### config.mk
export PLATFORM = sky130hd
export DESIGN_NAME = jump_reward_flat
export DESIGN_NICKNAME = d
export VERILOG_FILES = /design/src/rtl/dino_pkg.sv /design/src/rtl/jump_reward_if.sv /design/src/rtl/jump_reward_sat_counter.sv /design/src/rtl/jump_reward.sv /design/src/flat_wrapper.sv
export SDC_FILE = /design/constraint.sdc
export NUM_CORES = 1
export LEC_CHECK = 0
export ABC_AREA = 1
export BUFFER_PORTS_ARGS = -buffer_cell sky130_fd_sc_hd__buf_4
export CELL_PAD_IN_SITES_DETAIL_PLACEMENT = 1
export CELL_PAD_IN_SITES_GLOBAL_PLACEMENT = 1
export CORE_ASPECT_RATIO = 0.7
export CORE_MARGIN = 5
export CORE_UTILIZATION = 37
export DETAILED_ROUTE_END_ITERATION = 8
export PLACE_DENSITY = 0.92
export SKIP_CTS_REPAIR_TIMING = 1
export SLEW_MARGIN = 30
export SYNTH_ARGS = -nofsm -noshare
export SYNTH_HDL_FRONTEND = slang
export SYNTH_SLANG_ARGS = --single-unit
### constraint.sdc
create_clock -name clk -period 2.2 [get_ports clk]
set_input_delay 0.66 -clock clk [delete_from_list [all_inputs] [get_ports clk]]
set_output_delay 0.66 -clock clk [all_outputs]
set_load 0.01 [all_outputs]
### src/rtl/dino_pkg.sv
// Shared encodings for the dino Q-learning slice: game states, verdict codes,
// jump FSM states and the default cactus pass line.
package dino_pkg;

    localparam logic [1:0] ST_QLEARN = 2'b10;

    localparam logic [9:0] PASS_X_DEFAULT = 10'd519;

    typedef enum logic [1:0] {
        Q_NONE     = 2'b00,
        Q_GOOD     = 2'b01,
        Q_BAD_STAY = 2'b10,
        Q_BAD_JUMP = 2'b11
    } qstate_e;

    typedef enum logic [1:0] {
        GROUND = 2'd0,
        AIR    = 2'd1,
        COOL   = 2'd2
    } fsm_state_e;

endpackage

### src/rtl/jump_reward_if.sv
// Bot/physics side signals of jump_reward. The jump_count/hit_count statistics
// only exist when JUMP_REWARD_STATS_EN is defined.
interface jump_reward_if;

    logic       new_frame;
    logic [1:0] state;
    logic       prediction;
    logic [9:0] position;
    logic       on_ground;
    logic       collision;
    logic       jump_req;
    logic       success_jump;
    logic [1:0] Qstate;
    logic       busy;
`ifdef JUMP_REWARD_STATS_EN
    logic [15:0] jump_count;
    logic [15:0] hit_count;
`endif

    modport master (
        output new_frame, state, prediction, position, on_ground, collision,
        input  jump_req, success_jump, Qstate, busy
`ifdef JUMP_REWARD_STATS_EN
        , input jump_count, hit_count
`endif
    );

    modport slave (
        input  new_frame, state, prediction, position, on_ground, collision,
        output jump_req, success_jump, Qstate, busy
`ifdef JUMP_REWARD_STATS_EN
        , output jump_count, hit_count
`endif
    );

endinterface

### src/rtl/jump_reward_sat_counter.sv
// Up-counter that holds at all-ones instead of wrapping; clear beats increment.
module sat_counter #(
    parameter int unsigned WIDTH = 8
) (
    input  logic             clk,
    input  logic             reset,
    input  logic             clr,
    input  logic             inc,
    output logic [WIDTH-1:0] count
);

    logic [WIDTH-1:0] count_q;

    always_ff @(posedge clk) begin
        if (reset || clr) begin
            count_q <= '0;
        end else if (inc && (count_q != {WIDTH{1'b1}})) begin
            count_q <= count_q + WIDTH'(1);
        end
    end

    assign count = count_q;

endmodule

### src/rtl/jump_reward.sv
// Jump launcher and reward judge for the Q-learning dino bot.
// Optional JUMP_REWARD_STATS_EN adds saturating jump/hit statistics.
module jump_reward
    import dino_pkg::*;
#(
    parameter logic [9:0] PASS_X   = PASS_X_DEFAULT,
    parameter logic [5:0] AIR_MAX  = 6'd63,
    parameter logic [2:0] COOLDOWN = 3'd4
) (
    input logic          clk,
    input logic          reset,
    jump_reward_if.slave bus
);

    localparam int unsigned FRAME_W = $bits(AIR_MAX);
    localparam int unsigned COOL_W  = $bits(COOLDOWN);

    fsm_state_e         fsm_q, fsm_d;
    logic               jump_q, jump_d;
    qstate_e            q_q, q_d;
    logic               qlearn;
    logic [FRAME_W-1:0] frame_cnt;
    logic [COOL_W-1:0]  cool_cnt;

    assign qlearn = (bus.state == ST_QLEARN);

    always_comb begin
        fsm_d  = fsm_q;
        jump_d = 1'b0;
        q_d    = Q_NONE;
        if (!qlearn) begin
            fsm_d = GROUND;
        end else begin
            unique case (fsm_q)
                GROUND: begin
                    if (bus.collision) begin
                        q_d   = Q_BAD_STAY;
                        fsm_d = COOL;
                    end else if (bus.new_frame && bus.prediction && bus.on_ground) begin
                        jump_d = 1'b1;
                        fsm_d  = AIR;
                    end
                end
                AIR: begin
                    // Collision outranks both timeout and landing.
                    if (bus.collision) begin
                        q_d   = Q_BAD_JUMP;
                        fsm_d = COOL;
                    end else if (frame_cnt == AIR_MAX) begin
                        fsm_d = GROUND;
                    end else if (bus.new_frame && bus.on_ground && (frame_cnt != '0)) begin
                        if (bus.position >= PASS_X) begin
                            q_d   = Q_GOOD;
                            fsm_d = COOL;
                        end else begin
                            fsm_d = GROUND;
                        end
                    end
                end
                COOL: begin
                    if (cool_cnt == COOLDOWN) fsm_d = GROUND;
                end
                default: fsm_d = GROUND;
            endcase
        end
    end

    always_ff @(posedge clk) begin
        if (reset) begin
            fsm_q  <= GROUND;
            jump_q <= 1'b0;
            q_q    <= Q_NONE;
        end else begin
            fsm_q  <= fsm_d;
            jump_q <= jump_d;
            q_q    <= q_d;
        end
    end

    // Counters sit at zero outside their own state, so entry always starts from 0.
    sat_counter #(
        .WIDTH (FRAME_W)
    ) u_frame_cnt (
        .clk   (clk),
        .reset (reset),
        .clr   (!qlearn || (fsm_q != AIR)),
        .inc   (bus.new_frame),
        .count (frame_cnt)
    );

    sat_counter #(
        .WIDTH (COOL_W)
    ) u_cool_cnt (
        .clk   (clk),
        .reset (reset),
        .clr   (!qlearn || (fsm_q != COOL)),
        .inc   (bus.new_frame),
        .count (cool_cnt)
    );

`ifdef JUMP_REWARD_STATS_EN
    logic hit;

    assign hit = (q_d == Q_BAD_STAY) || (q_d == Q_BAD_JUMP);

    sat_counter #(
        .WIDTH (16)
    ) u_jump_stat (
        .clk   (clk),
        .reset (reset),
        .clr   (1'b0),
        .inc   (jump_d),
        .count (bus.jump_count)
    );

    sat_counter #(
        .WIDTH (16)
    ) u_hit_stat (
        .clk   (clk),
        .reset (reset),
        .clr   (1'b0),
        .inc   (hit),
        .count (bus.hit_count)
    );
`endif

    assign bus.jump_req     = jump_q;
    assign bus.success_jump = jump_q;
    assign bus.Qstate       = q_q;
    assign bus.busy         = (fsm_q != GROUND);

endmodule

### src/flat_wrapper.sv
// flat-port wrapper written by rule: the top's interface ports become plain ports
module jump_reward_flat import dino_pkg::*;
#(
    parameter logic [9:0] PASS_X   = PASS_X_DEFAULT,
    parameter logic [5:0] AIR_MAX  = 6'd63,
    parameter logic [2:0] COOLDOWN = 3'd4
)
  (clk, reset, bus_new_frame, bus_state, bus_prediction, bus_position, bus_on_ground, bus_collision, bus_jump_req, bus_success_jump, bus_Qstate, bus_busy);
  jump_reward_if bus_i ();
  input logic clk;
  input logic reset;
  input wire logic [$bits(bus_i.new_frame)-1:0] bus_new_frame;
  input wire logic [$bits(bus_i.state)-1:0] bus_state;
  input wire logic [$bits(bus_i.prediction)-1:0] bus_prediction;
  input wire logic [$bits(bus_i.position)-1:0] bus_position;
  input wire logic [$bits(bus_i.on_ground)-1:0] bus_on_ground;
  input wire logic [$bits(bus_i.collision)-1:0] bus_collision;
  output wire logic [$bits(bus_i.jump_req)-1:0] bus_jump_req;
  output wire logic [$bits(bus_i.success_jump)-1:0] bus_success_jump;
  output wire logic [$bits(bus_i.Qstate)-1:0] bus_Qstate;
  output wire logic [$bits(bus_i.busy)-1:0] bus_busy;
  assign bus_i.new_frame = bus_new_frame;
  assign bus_i.state = bus_state;
  assign bus_i.prediction = bus_prediction;
  assign bus_i.position = bus_position;
  assign bus_i.on_ground = bus_on_ground;
  assign bus_i.collision = bus_collision;
  assign bus_jump_req = bus_i.jump_req;
  assign bus_success_jump = bus_i.success_jump;
  assign bus_Qstate = bus_i.Qstate;
  assign bus_busy = bus_i.busy;
  jump_reward #(.PASS_X(PASS_X), .AIR_MAX(AIR_MAX), .COOLDOWN(COOLDOWN)) u_core (.clk(clk), .reset(reset), .bus(bus_i));
endmodule
==> flow_summary.yaml <==
worst_setup_path:
  crit_path_max_fanout: 4
  required_ns: 1.54
  crit_arrival_ns: 1.01
  critical_path_class: "register to output pin"
  cp-start-kind: "register"
  cp-end-kind: "output pin"
drt:
  routedWlPerCell_um: 13.1
  totalWireLength_mm: 2.22
  via_count: 790
  drtAntennaViolNets: 0
  drt_first_pass_iters: 4
  drc_errors: 0
  viasPerCell: 4.67
  dr.first_iter.drc_count: 15
global_route:
  grtUsageTotal_pct: 15.6
  grt_antenna_before_repair: 0
  first_global_vias: 839
  gr-total-overflow: 0
  grt_max_degree: 8
  grt_pass1_wl_mm: 3.90
floorplan:
  die_h_um: 49.1
  start_util_pct: 38.1
  core_area_um2: 2120
  ioPinCount: 23
  dieArea_um2: 3230
  fp-row-count: 14
  die_x_um: 65.9
timing:
  worstMarginPinSlew_ns: 0.343
  max_freq_ghz: 0.599
  rsz0062_at_grt: "no"
  final_hold_viol_count: 0
  finalSetupTns_ns: 0
  fin_crit_ns: 1.67
  finalCritPeriodShare_pct: 75.9
  hold_ws_ns: 0.534
  slew_violations: 0
  slew_headroom_pct: 77.1
  fin_ws_ns: 0.531
  finalSetupViolCount: 0
  fin_skew_ns: 0.00109
placement:
  dp_cells: 166
  io_buffers: 22
  hpwl_mm: 1.84
  place_ws_ns: 0.522
  place_congestion: 0.789
logic_synthesis:
  synth.avg_cell_area_um2: 7.15
  yosys_warnings: 0
  synth-seq-cells: 14
  ys_seq_area_share_pct: 34.7
  synth_nets: 136
  synth_area_um2: 808
  synth_cell_types: 21
  postSynthCellCount: 113
  ys.flop_type: "dfxtp_1"
  async_flop_share_pct: 0
  synth_edf_count: 0
clock_tree:
  clk_pin_slew_ns: 0.08
  clock_path_buffers: 2
  cts_buffers: 3
  htreeDepth: 1
  clk_latency_ns: 0.28
  cts-root-buf: "clkbuf_4"
  clock-sinks: 14
  cts_tree: "built"
finish:
  diodes: 0
  stdcell_count: 169
  final_cell_mix: "nand2_1, buf_4, inv_1, nor2_1, dfxtp_1"
  multi_input_area_um2: 453
  fill_cells: 268
  nets: 162
  syn_to_final_growth_pct: 27.2
  final_common_cell: "nand2_1"
  post-route-util_pct: 48.5
  seq_area_um2: 280
  drive_above_1_share_pct: 27.7
min_path:
  hp-class: "register to register"
run:
  max-cap-violations: 0
power:
  max-vdd-ir-drop_mv: 0.223
  p_leak_nw: 0.492
  power_density_nw_per_um2: 448
run_status:
  status: "finished, final reports clean"
[path summary, 6_finish.rpt]
check                              startpoint                           to  slack, ns  depth (start not counted)
hold reg to reg   u_core.u_frame_cnt.count[5]  u_core.u_frame_cnt.count[5]       0.53                          2
hold / removal    u_core.u_frame_cnt.count[5]  u_core.u_frame_cnt.count[5]       0.53                          2
setup / recovery              u_core.fsm_q[1]                     bus_busy       0.53                          3
setup reg to reg   u_core.u_cool_cnt.count[0]   u_core.u_cool_cnt.count[2]       0.66                          6
[cells by family (layout without fill, tap and decap cells)]
kind of cell,Yosys count,count (layout),synth area share (%)
mux,2,2,3.72
buf+inv,19,43,9.29
xor+xnor,3,3,3.25
simple gates,61,61,34.7
compound gates,9,9,6.66
fa+ha+maj,5,5,7.74
flops,14,14,34.7
[Yosys cell counts (2+ instances only)]
cell type,instances,area [um^2]
nor2_2,3,18.8
a21oi_1,7,35.0
nand3_2,2,20.0
nand4_1,3,18.8
mux2_4,2,30.0
ha_1,5,62.6
inv_2,2,7.51
nor2_1,16,60.1
nand2_1,28,105
dfxtp_1,14,280
inv_1,16,60.1
nand3_1,5,25.0
xnor2_1,2,17.5
[layout make-up]
class	instances	area share (%)
Clock buffer	3	2.19
Timing Repair Buffer	22	16.1
Inverter	18	6.57
Sequential cell	14	27.3
Multi-Input combinational cell	80	44.0
Tap cell	32	3.89
[state kept, by name, summed over array words and instances, names as in the netlist]
register and cells:
u_core.u_cool_cnt.count 3, u_core.fsm_q 2, u_core.u_frame_cnt.count 6, u_core.bus.jump_req 1
u_core.bus.Qstate 2
[critical path, stage by stage (launching register included)]
cell and delay (ns):
dfxtp_1 0.34, inv_1 0.13, nand2_1 0.11, buf_4 0.16
[stage by stage]
step	area (um^2)	power, W
finish	1030	0.000460
global route	1030	0.000492
CTS	1030	0.000470
detailed placement	1010	0.000319
global placement	1010	0.000316
floorplan	808	0.000286
[power breakdown]
part / internal [W] / total (W) / leakage, nW / switching (W)
registers: 0.000255 / 0.000255 / 0.113 / 0.000000818
clock network: 0.0000636 / 0.000147 / 0.0138 / 0.0000835
logic: 0.0000306 / 0.0000580 / 0.365 / 0.0000274
[per-layer routing]
metal	GRT usage, %	wire length, um	vias up	share of wire [%]
li1	-	-	401	-
met1	18.6	976	362	44
met2	27.0	1060	25	48
met3	3.23	155	2	7.0
met4	6.21	32	0	1.4
met5	0	0	-	0
No activity file was read; power rests on OpenSTA's default activity.
